`config.mk`:
```
export PLATFORM = sky130hd
export DESIGN_NAME = led_pulse_stretch_flat
export DESIGN_NICKNAME = d
export VERILOG_FILES = /design/src/rtl/led_pkg.sv /design/src/rtl/led_pulse_stretch_if.sv /design/src/rtl/stretch_ch.sv /design/src/rtl/led_pulse_stretch.sv /design/src/flat_wrapper.sv
export SDC_FILE = /design/constraint.sdc
export NUM_CORES = 1
export LEC_CHECK = 0
export CAP_MARGIN = 20
export CORE_MARGIN = 8
export CORE_UTILIZATION = 55
export DETAILED_ROUTE_END_ITERATION = 6
export HOLD_SLACK_MARGIN = 0.03
export PLACE_DENSITY = 0.72
export SYNTH_ARGS = -nofsm -noshare
export SYNTH_HDL_FRONTEND = slang
export SYNTH_SLANG_ARGS = --single-unit
```
`constraint.sdc`:
```
create_clock -name clk -period 9.8 [get_ports clk]
set_input_delay 2.94 -clock clk [delete_from_list [all_inputs] [get_ports clk]]
set_output_delay 2.94 -clock clk [all_outputs]
set_load 0.005 [all_outputs]
```
`src/rtl/led_pkg.sv`:
```
// Shared constants for the LED output blocks.
package led_pkg;

    localparam int LED_HOLD_DEFAULT = 5_000_000;
    localparam int LED_PWM_BITS     = 4;
    localparam int CLK_HZ           = 100_000_000;

endpackage

```
`src/rtl/led_pulse_stretch_if.sv`:
```
// Signal bundle between event-producing logic and the LED pulse stretcher.
interface led_pulse_stretch_if
    import led_pkg::*;
#(
    parameter int CHANNELS = 8,
    parameter int PWM_BITS = LED_PWM_BITS
);

    // No valid/ready here: pulse is sampled on every clk edge, bright is a
    // level sampled every cycle, and busy/led are registered levels.
    logic [CHANNELS-1:0] pulse;
    logic [PWM_BITS-1:0] bright;
    logic [CHANNELS-1:0] busy;
    logic [CHANNELS-1:0] led;

    modport master (output pulse, output bright, input busy, input led);
    modport slave  (input pulse, input bright, output busy, output led);

endinterface

```
`src/rtl/stretch_ch.sv`:
```
// One stretcher channel: hold down-counter, trigger acceptance and busy register.
module stretch_ch
    import led_pkg::*;
#(
    parameter int HOLD_CYCLES = LED_HOLD_DEFAULT,
    parameter int RETRIGGER   = 1
) (
    input  logic clk,
    input  logic rst,
    input  logic pulse,
    output logic busy,
    output logic busy_next
);

    localparam int              CNT_W    = $clog2(HOLD_CYCLES + 1);
    localparam logic [CNT_W-1:0] HOLD_VAL = CNT_W'(HOLD_CYCLES);

    logic [CNT_W-1:0] cnt;
    logic [CNT_W-1:0] cnt_next;

    // A load wins over the decrement, even when the count is about to expire.
    always_comb begin
        cnt_next = cnt;
        if (pulse && ((cnt == '0) || (RETRIGGER != 0))) begin
            cnt_next = HOLD_VAL;
        end else if (cnt != '0) begin
            cnt_next = cnt - 1'b1;
        end
    end

    assign busy_next = (cnt_next != '0);

    always_ff @(posedge clk or posedge rst) begin
        if (rst) begin
            cnt  <= '0;
            busy <= 1'b0;
        end else begin
            cnt  <= cnt_next;
            busy <= busy_next;
        end
    end

endmodule

```
`src/rtl/led_pulse_stretch.sv`:
```
// Multi-channel pulse stretcher with shared PWM dimming of the LED outputs.
module led_pulse_stretch
    import led_pkg::*;
#(
    parameter int CHANNELS    = 8,
    parameter int HOLD_CYCLES = LED_HOLD_DEFAULT,
    parameter int PWM_BITS    = LED_PWM_BITS,
    parameter int RETRIGGER   = 1
) (
    input  logic                 clk,
    input  logic                 rst,
    led_pulse_stretch_if.slave   bus
);

    localparam logic [PWM_BITS-1:0] PWM_MAX = '1;

    logic [PWM_BITS-1:0] pwm_cnt;
    logic                pwm_on;
    logic [CHANNELS-1:0] busy_q;
    logic [CHANNELS-1:0] busy_next;
    logic [CHANNELS-1:0] led_q;

    for (genvar i = 0; i < CHANNELS; i++) begin : g_ch
        stretch_ch #(
            .HOLD_CYCLES (HOLD_CYCLES),
            .RETRIGGER   (RETRIGGER)
        ) u_ch (
            .clk       (clk),
            .rst       (rst),
            .pulse     (bus.pulse[i]),
            .busy      (busy_q[i]),
            .busy_next (busy_next[i])
        );
    end

    // Full-scale brightness is forced on so the top code gives 100% duty.
    always_comb begin
        pwm_on = (bus.bright == PWM_MAX) || (pwm_cnt < bus.bright);
    end

    always_ff @(posedge clk or posedge rst) begin
        if (rst) begin
            pwm_cnt <= '0;
            led_q   <= '0;
        end else begin
            pwm_cnt <= pwm_cnt + 1'b1;
            led_q   <= busy_next & {CHANNELS{pwm_on}};
        end
    end

    assign bus.busy = busy_q;
    assign bus.led  = led_q;

endmodule

```
`src/flat_wrapper.sv`:
```
// flat-port wrapper written by rule: the top's interface ports become plain ports
module led_pulse_stretch_flat import led_pkg::*;
#(
    parameter int CHANNELS    = 8,
    parameter int HOLD_CYCLES = LED_HOLD_DEFAULT,
    parameter int PWM_BITS    = LED_PWM_BITS,
    parameter int RETRIGGER   = 1
)
  (clk, rst, bus_pulse, bus_bright, bus_busy, bus_led);
  led_pulse_stretch_if #(.CHANNELS(CHANNELS), .PWM_BITS(PWM_BITS)) bus_i ();
  input  logic clk;
  input  logic rst;
  input wire logic [$bits(bus_i.pulse)-1:0] bus_pulse;
  input wire logic [$bits(bus_i.bright)-1:0] bus_bright;
  output wire logic [$bits(bus_i.busy)-1:0] bus_busy;
  output wire logic [$bits(bus_i.led)-1:0] bus_led;
  assign bus_i.pulse = bus_pulse;
  assign bus_i.bright = bus_bright;
  assign bus_busy = bus_i.busy;
  assign bus_led = bus_i.led;
  led_pulse_stretch #(.CHANNELS(CHANNELS), .HOLD_CYCLES(HOLD_CYCLES), .PWM_BITS(PWM_BITS), .RETRIGGER(RETRIGGER)) u_core (.clk(clk), .rst(rst), .bus(bus_i));
endmodule
```
Word level (Yosys, flattened, before mapping)
Index checks and enable logic that the tools add are counted.
{ "totals": {"mem_bits_ro": 0, "out_inout_bits": 16, "memories": 0, "mem_bits_rw": 0, "in_bits": 14, "latchBits": 0, "reg_bits": 204} }
{ "classes": {"n_lt_le_gt_ge": 1, "n_reduce_logical": 17, "div": 0, "bitwise": 1, "add_sub_neg": 9, "multipliers": 0, "n_shift": 0, "n_eq_ne": 1, "n_mux": 16} }
{ "ops": {"columns": ["cell", "n"], "rows": [
  ["2-to-1 mux 23 bit", 16],
  ["nonzero test 23 bit", 16],
  ["subtractor 23 x 1 -> 23 bit, second input constant", 8],
  ["bitwise AND 8 bit", 1],
  ["adder 4 x 1 -> 4 bit, second input constant", 1],
  ["== test 4 bit, second input constant", 1],
  ["< comparator 4 bit", 1],
  ["logical OR 1 bit", 1]
]} }

Depth between registers and ports, before layout
{ "depth": {"depth_word": 5, "depth_mapped": 11, "mapped_depth_nobuf": 9} }

Cells and area by module
From an unflattened synthesis, not the netlist that was laid out.
{ "hier_totals": {"cells_unflattened": 1221, "hier_area_um2": 11994.0} }
{ "modules_own_cells": {"columns": ["module", "instances", "cells_each", "area_each_um2"], "rows": [
  ["stretch_ch (u_core.g_ch[0].u_ch ...)", 4, 141, 1437.6],
  ["stretch_ch (u_core.g_ch[4].u_ch ...)", 4, 155, 1433.9],
  ["led_pulse_stretch", 1, 37, 508.0]
]} }

Worst setup path before layout
OpenSTA, ideal clock, no wires.
{ "synth_path": {"path_type": "in2reg", "from": "in bus_bright[1]", "to": "reg u_core.led_q[4], in the netlist u_core.bus.led[4]", "path_buffers": 0, "path_slack_ps": 5617, "path_stages": 8, "required_time_ps": 9643, "arrival_ps": 4027, "setup_ps": 157, "path_cell_list": "inv_1 -> ha_1 -> a21boi_0 -> o21ai_0 -> nand2b_1 -> a21oi_1 -> a41oi_1 -> a41oi_1"} }
{ "synth_between": {"elab_chain_cells": 3} }
{ "synth_lines": {"columns": ["item", "line_no", "source"], "rows": [
  ["from (decl)", "flat_wrapper.sv:14", "input wire logic [$bits(bus_i.bright)-1:0] bus_bright;"],
  ["< comparator 4 bit or == test 4 bit (tied branches)", "led_pulse_stretch.sv:38", "pwm_on = (bus.bright == PWM_MAX) || (pwm_cnt < bus.bright);"],
  ["logical OR 1 bit (*)", "led_pulse_stretch.sv:38", null],
  ["bitwise AND 8 bit (*)", "led_pulse_stretch.sv:47", "led_q <= busy_next & {CHANNELS{pwm_on}};"],
  ["to (signal assigned)", "led_pulse_stretch.sv:47", null],
  ["to (decl)", "led_pulse_stretch.sv:21", "logic [CHANNELS-1:0] led_q;"]
]} }
Every way passes the cells marked *; elsewhere a longest branch is shown, timed or not.

Final worst setup path
{ "layout_path": {"from": "in bus_pulse[4]", "to": "reg u_core.led_q[4], in the netlist u_core.bus.led[4]"} }
{ "layout_between": {"elab_chain_cells": 3} }
{ "layout_lines": {"columns": ["item", "line_no", "source"], "rows": [
  ["from (decl)", "flat_wrapper.sv:13", "input wire logic [$bits(bus_i.pulse)-1:0] bus_pulse;"],
  ["2-to-1 mux 23 bit", "stretch_ch.sv:24", "if (pulse && ((cnt == '0) || (RETRIGGER != 0))) begin"],
  ["nonzero test 23 bit", "stretch_ch.sv:31", "assign busy_next = (cnt_next != '0);"],
  ["bitwise AND 8 bit", "led_pulse_stretch.sv:47", null]
]} }
Every way passes these cells.

==> results.json <==
{
  "worstSetupStartpoint": "bus_pulse[4]",
  "min_from": "u_core.pwm_cnt[0]",
  "htreeDepth": 1,
  "path_buf_inv": 1,
  "grt_setup_unrepaired": "false",
  "tightest_slew_ns": 0.948,
  "die_area_um2": 27000,
  "critPathMaxFanout": 25,
  "fillCellCount": 1830,
  "drc_errors": 0,
  "critPathMaxStageDelay_ns": 1.04,
  "syn2layout_area_growth_pct": 10.6,
  "antennaDiodeCount": 0,
  "arrival_ns": 5.04,
  "r2r_slack_ns": 6.35,
  "p_total_mw": 2.27,
  "period_share_pct": 47.9,
  "whs_path_depth": 1,
  "worstSetupPathType": "in -> reg",
  "critPathLaunchType": "input port",
  "fin_util_pct": 61.6,
  "ff2ff_path_depth": 9,
  "grt_pass1_vias": 9420,
  "clkTransAtPathRegs_ns": 0.06,
  "synth_edf_count": 0,
  "critical_path_depth": 6,
  "yosysTopAreaCell": "dfrtp_1",
  "totalWireLength_mm": 26.2,
  "track_usage_pct": 19.7,
  "cts_tree": "yes",
  "synthTopCellsByArea": "dfrtp_1 (42%), nor2_1 (5.8%), xnor2_1 (5.4%)",
  "cp_top_family": "buffers and inverters",
  "avgSynthCellArea_um2": 9.04,
  "io_buffer_count": 29,
  "final_hold_viol_count": 0,
  "p_leak_nw": 4.86,
  "drv_slew": 0,
  "end_kind": "register",
  "p_per_area_nw_per_um2": 170,
  "synth_fp_nets": 1370,
  "r2r_start": "u_core.g_ch[6].u_ch.cnt[0]",
  "grt_max_degree": 132,
  "yosysTopAreaCellShare_pct": 42.3,
  "worstHoldPathType": "reg -> reg",
  "vias": 9727,
  "layout.cells.non_filler": 1625,
  "pre_cts_slack_ns": 4.56,
  "num_rows": 54,
  "yosysSeqAreaShare_pct": 42.3,
  "synth_area_um2": 12100,
  "grt-ovfl-total": 0,
  "hold_buffers": 0,
  "antenna_found_initial": 0,
  "synth-main-ff-cell": "dfrtp_1",
  "required_ns": 10.14,
  "clkSinkCount": 204,
  "fmax_mhz": 213,
  "numCtsBuffers": 24,
  "setup_slack_ns": 5.10,
  "drv_cap": 0,
  "io_pins": 30,
  "yosysMostFrequentCell": "dfrtp_1",
  "grt_pass1_wl_mm": 45.5,
  "start_util_pct": 55.7,
  "crit_chain": "clkdlybuf4s50_1 > nor3b_1 > nor4_1 > a22oi_1 > a2111oi_2 > a41oi_1",
  "clkLatencyLatePin_ns": 0.51,
  "setup_violations": 0,
  "die_y_um": 164,
  "ir_worst_vdd_v": 0.000128,
  "root_buffer": "clkbuf_16",
  "setup_tns_ns": 0,
  "finalNetCount": 1361,
  "dpl.cell_count": 1581,
  "ctsResizeCount": 0,
  "drt-pass1-iter-count": 5,
  "cts_max_path_buffers": 3,
  "synthArstFlopShare_pct": 100,
  "routedWlPerCell_um": 16.1,
  "drive_above_1_share_pct": 7.06,
  "slew_headroom_pct": 36.2,
  "ys_ff_latch": 204,
  "postCtsSetupBuffers": 0,
  "synthCells": 1336,
  "place.gp.congestion": 0.902,
  "drtAntennaViolNets": 0,
  "min_period_ns": 4.70,
  "dieWidth_um": 164,
  "fin_worst_skew_ns": 0.0129,
  "hpwlAfterDp_mm": 18.0,
  "critPathSlowestCell": "clkdlybuf4s50_1",
  "yosysWarnings": 0,
  "vias_per_cell": 5.99,
  "synth_commonest_cells": "dfrtp_1 (204), nor2_1 (188), xnor2_1 (75)",
  "core_um2": 21700,
  "drt_iter0_drc": 674,
  "synth_cell_types": 78,
  "outcome": "complete, no violations"
}
## layout make-up
cell class / count / area (um2) / share of cell area (%)
tap: 280 / 350 / 2.62
clock buffer: 32 / 692 / 5.18
clock inverter: 12 / 218 / 1.63
sequential: 204 / 5100 / 38.2
multi-input combinational: 1024 / 6500 / 48.7
timing repair buffer: 35 / 335 / 2.51
inverter: 38 / 150 / 1.12
## cells in the final DEF, fill, tap and decap left out, types with 35 or more instances in the layout
| cell type | count |
|---|---|
| nor2_1 | 188 |
| xor2_1 | 53 |
| xnor2_1 | 75 |
| nor4_1 | 71 |
| a21oi_1 | 57 |
| inv_1 | 37 |
| or4_1 | 35 |
| nand2b_1 | 52 |
| dfrtp_1 | 204 |
| nand2_1 | 61 |
| nor3_1 | 61 |
## final timing paths
path / to
worst max-delay path: u_core.bus.led[4]
worst min register to register: u_core.pwm_cnt[0]
worst min-delay path: u_core.pwm_cnt[0]
worst max register to register: u_core.bus.led[6]
max in group asynchronous: u_core.g_ch[2].u_ch.cnt[6]
min in group asynchronous: u_core.g_ch[3].u_ch.cnt[13]
## flip-flops by register name, indices dropped and copies added, names as in the netlist
name	cells
u_core.g_ch.u_ch.busy	8
u_core.bus.led	8
u_core.pwm_cnt	4
u_core.g_ch.u_ch.cnt	184
## layer usage
| metal | part of all wire [%] | wire, um | global-route usage [%] |
|---|---|---|---|
| met3 | 4.6 | 1200 | 2.88 |
| met1 | 47 | 12400 | 27.6 |
| met2 | 46 | 12000 | 31.4 |
| met4 | 2.2 | 572 | 5.45 |
| met5 | 0 | 0 | 0 |
## per-stage QoR
stage / hold WS [ns] / instance area, um2
5_1_grt: 0.487 / 13400
2_1_floorplan: 0.434 / 12100
3_3_place_gp: 0.458 / 12400
4_1_cts: 0.472 / 13400
6_report: 0.468 / 13400
3_5_place_dp: 0.464 / 12400
## where the power goes
| group | switching [mW] | internal, mW | leakage [nW] |
|---|---|---|---|
| clock | 0.349 | 0.653 | 0.437 |
| combinational | 0.175 | 0.128 | 2.03 |
| sequential | 0.0798 | 0.888 | 2.39 |
## logic make-up after synthesis
group                    count (synthesis)  synth area share [%]
adder cells (fa/ha/maj)                 20                  2.07
AO/OA/AOI/OAI                          191                  10.4
buffers and inverters                  108                  3.95
multiplexers                            12                  1.01
AND/OR/NAND/NOR                        673                  31.0
XOR/XNOR                               128                  9.28
flip-flops                             204                  42.3
Note: power is estimated with default switching activity, not from simulation.
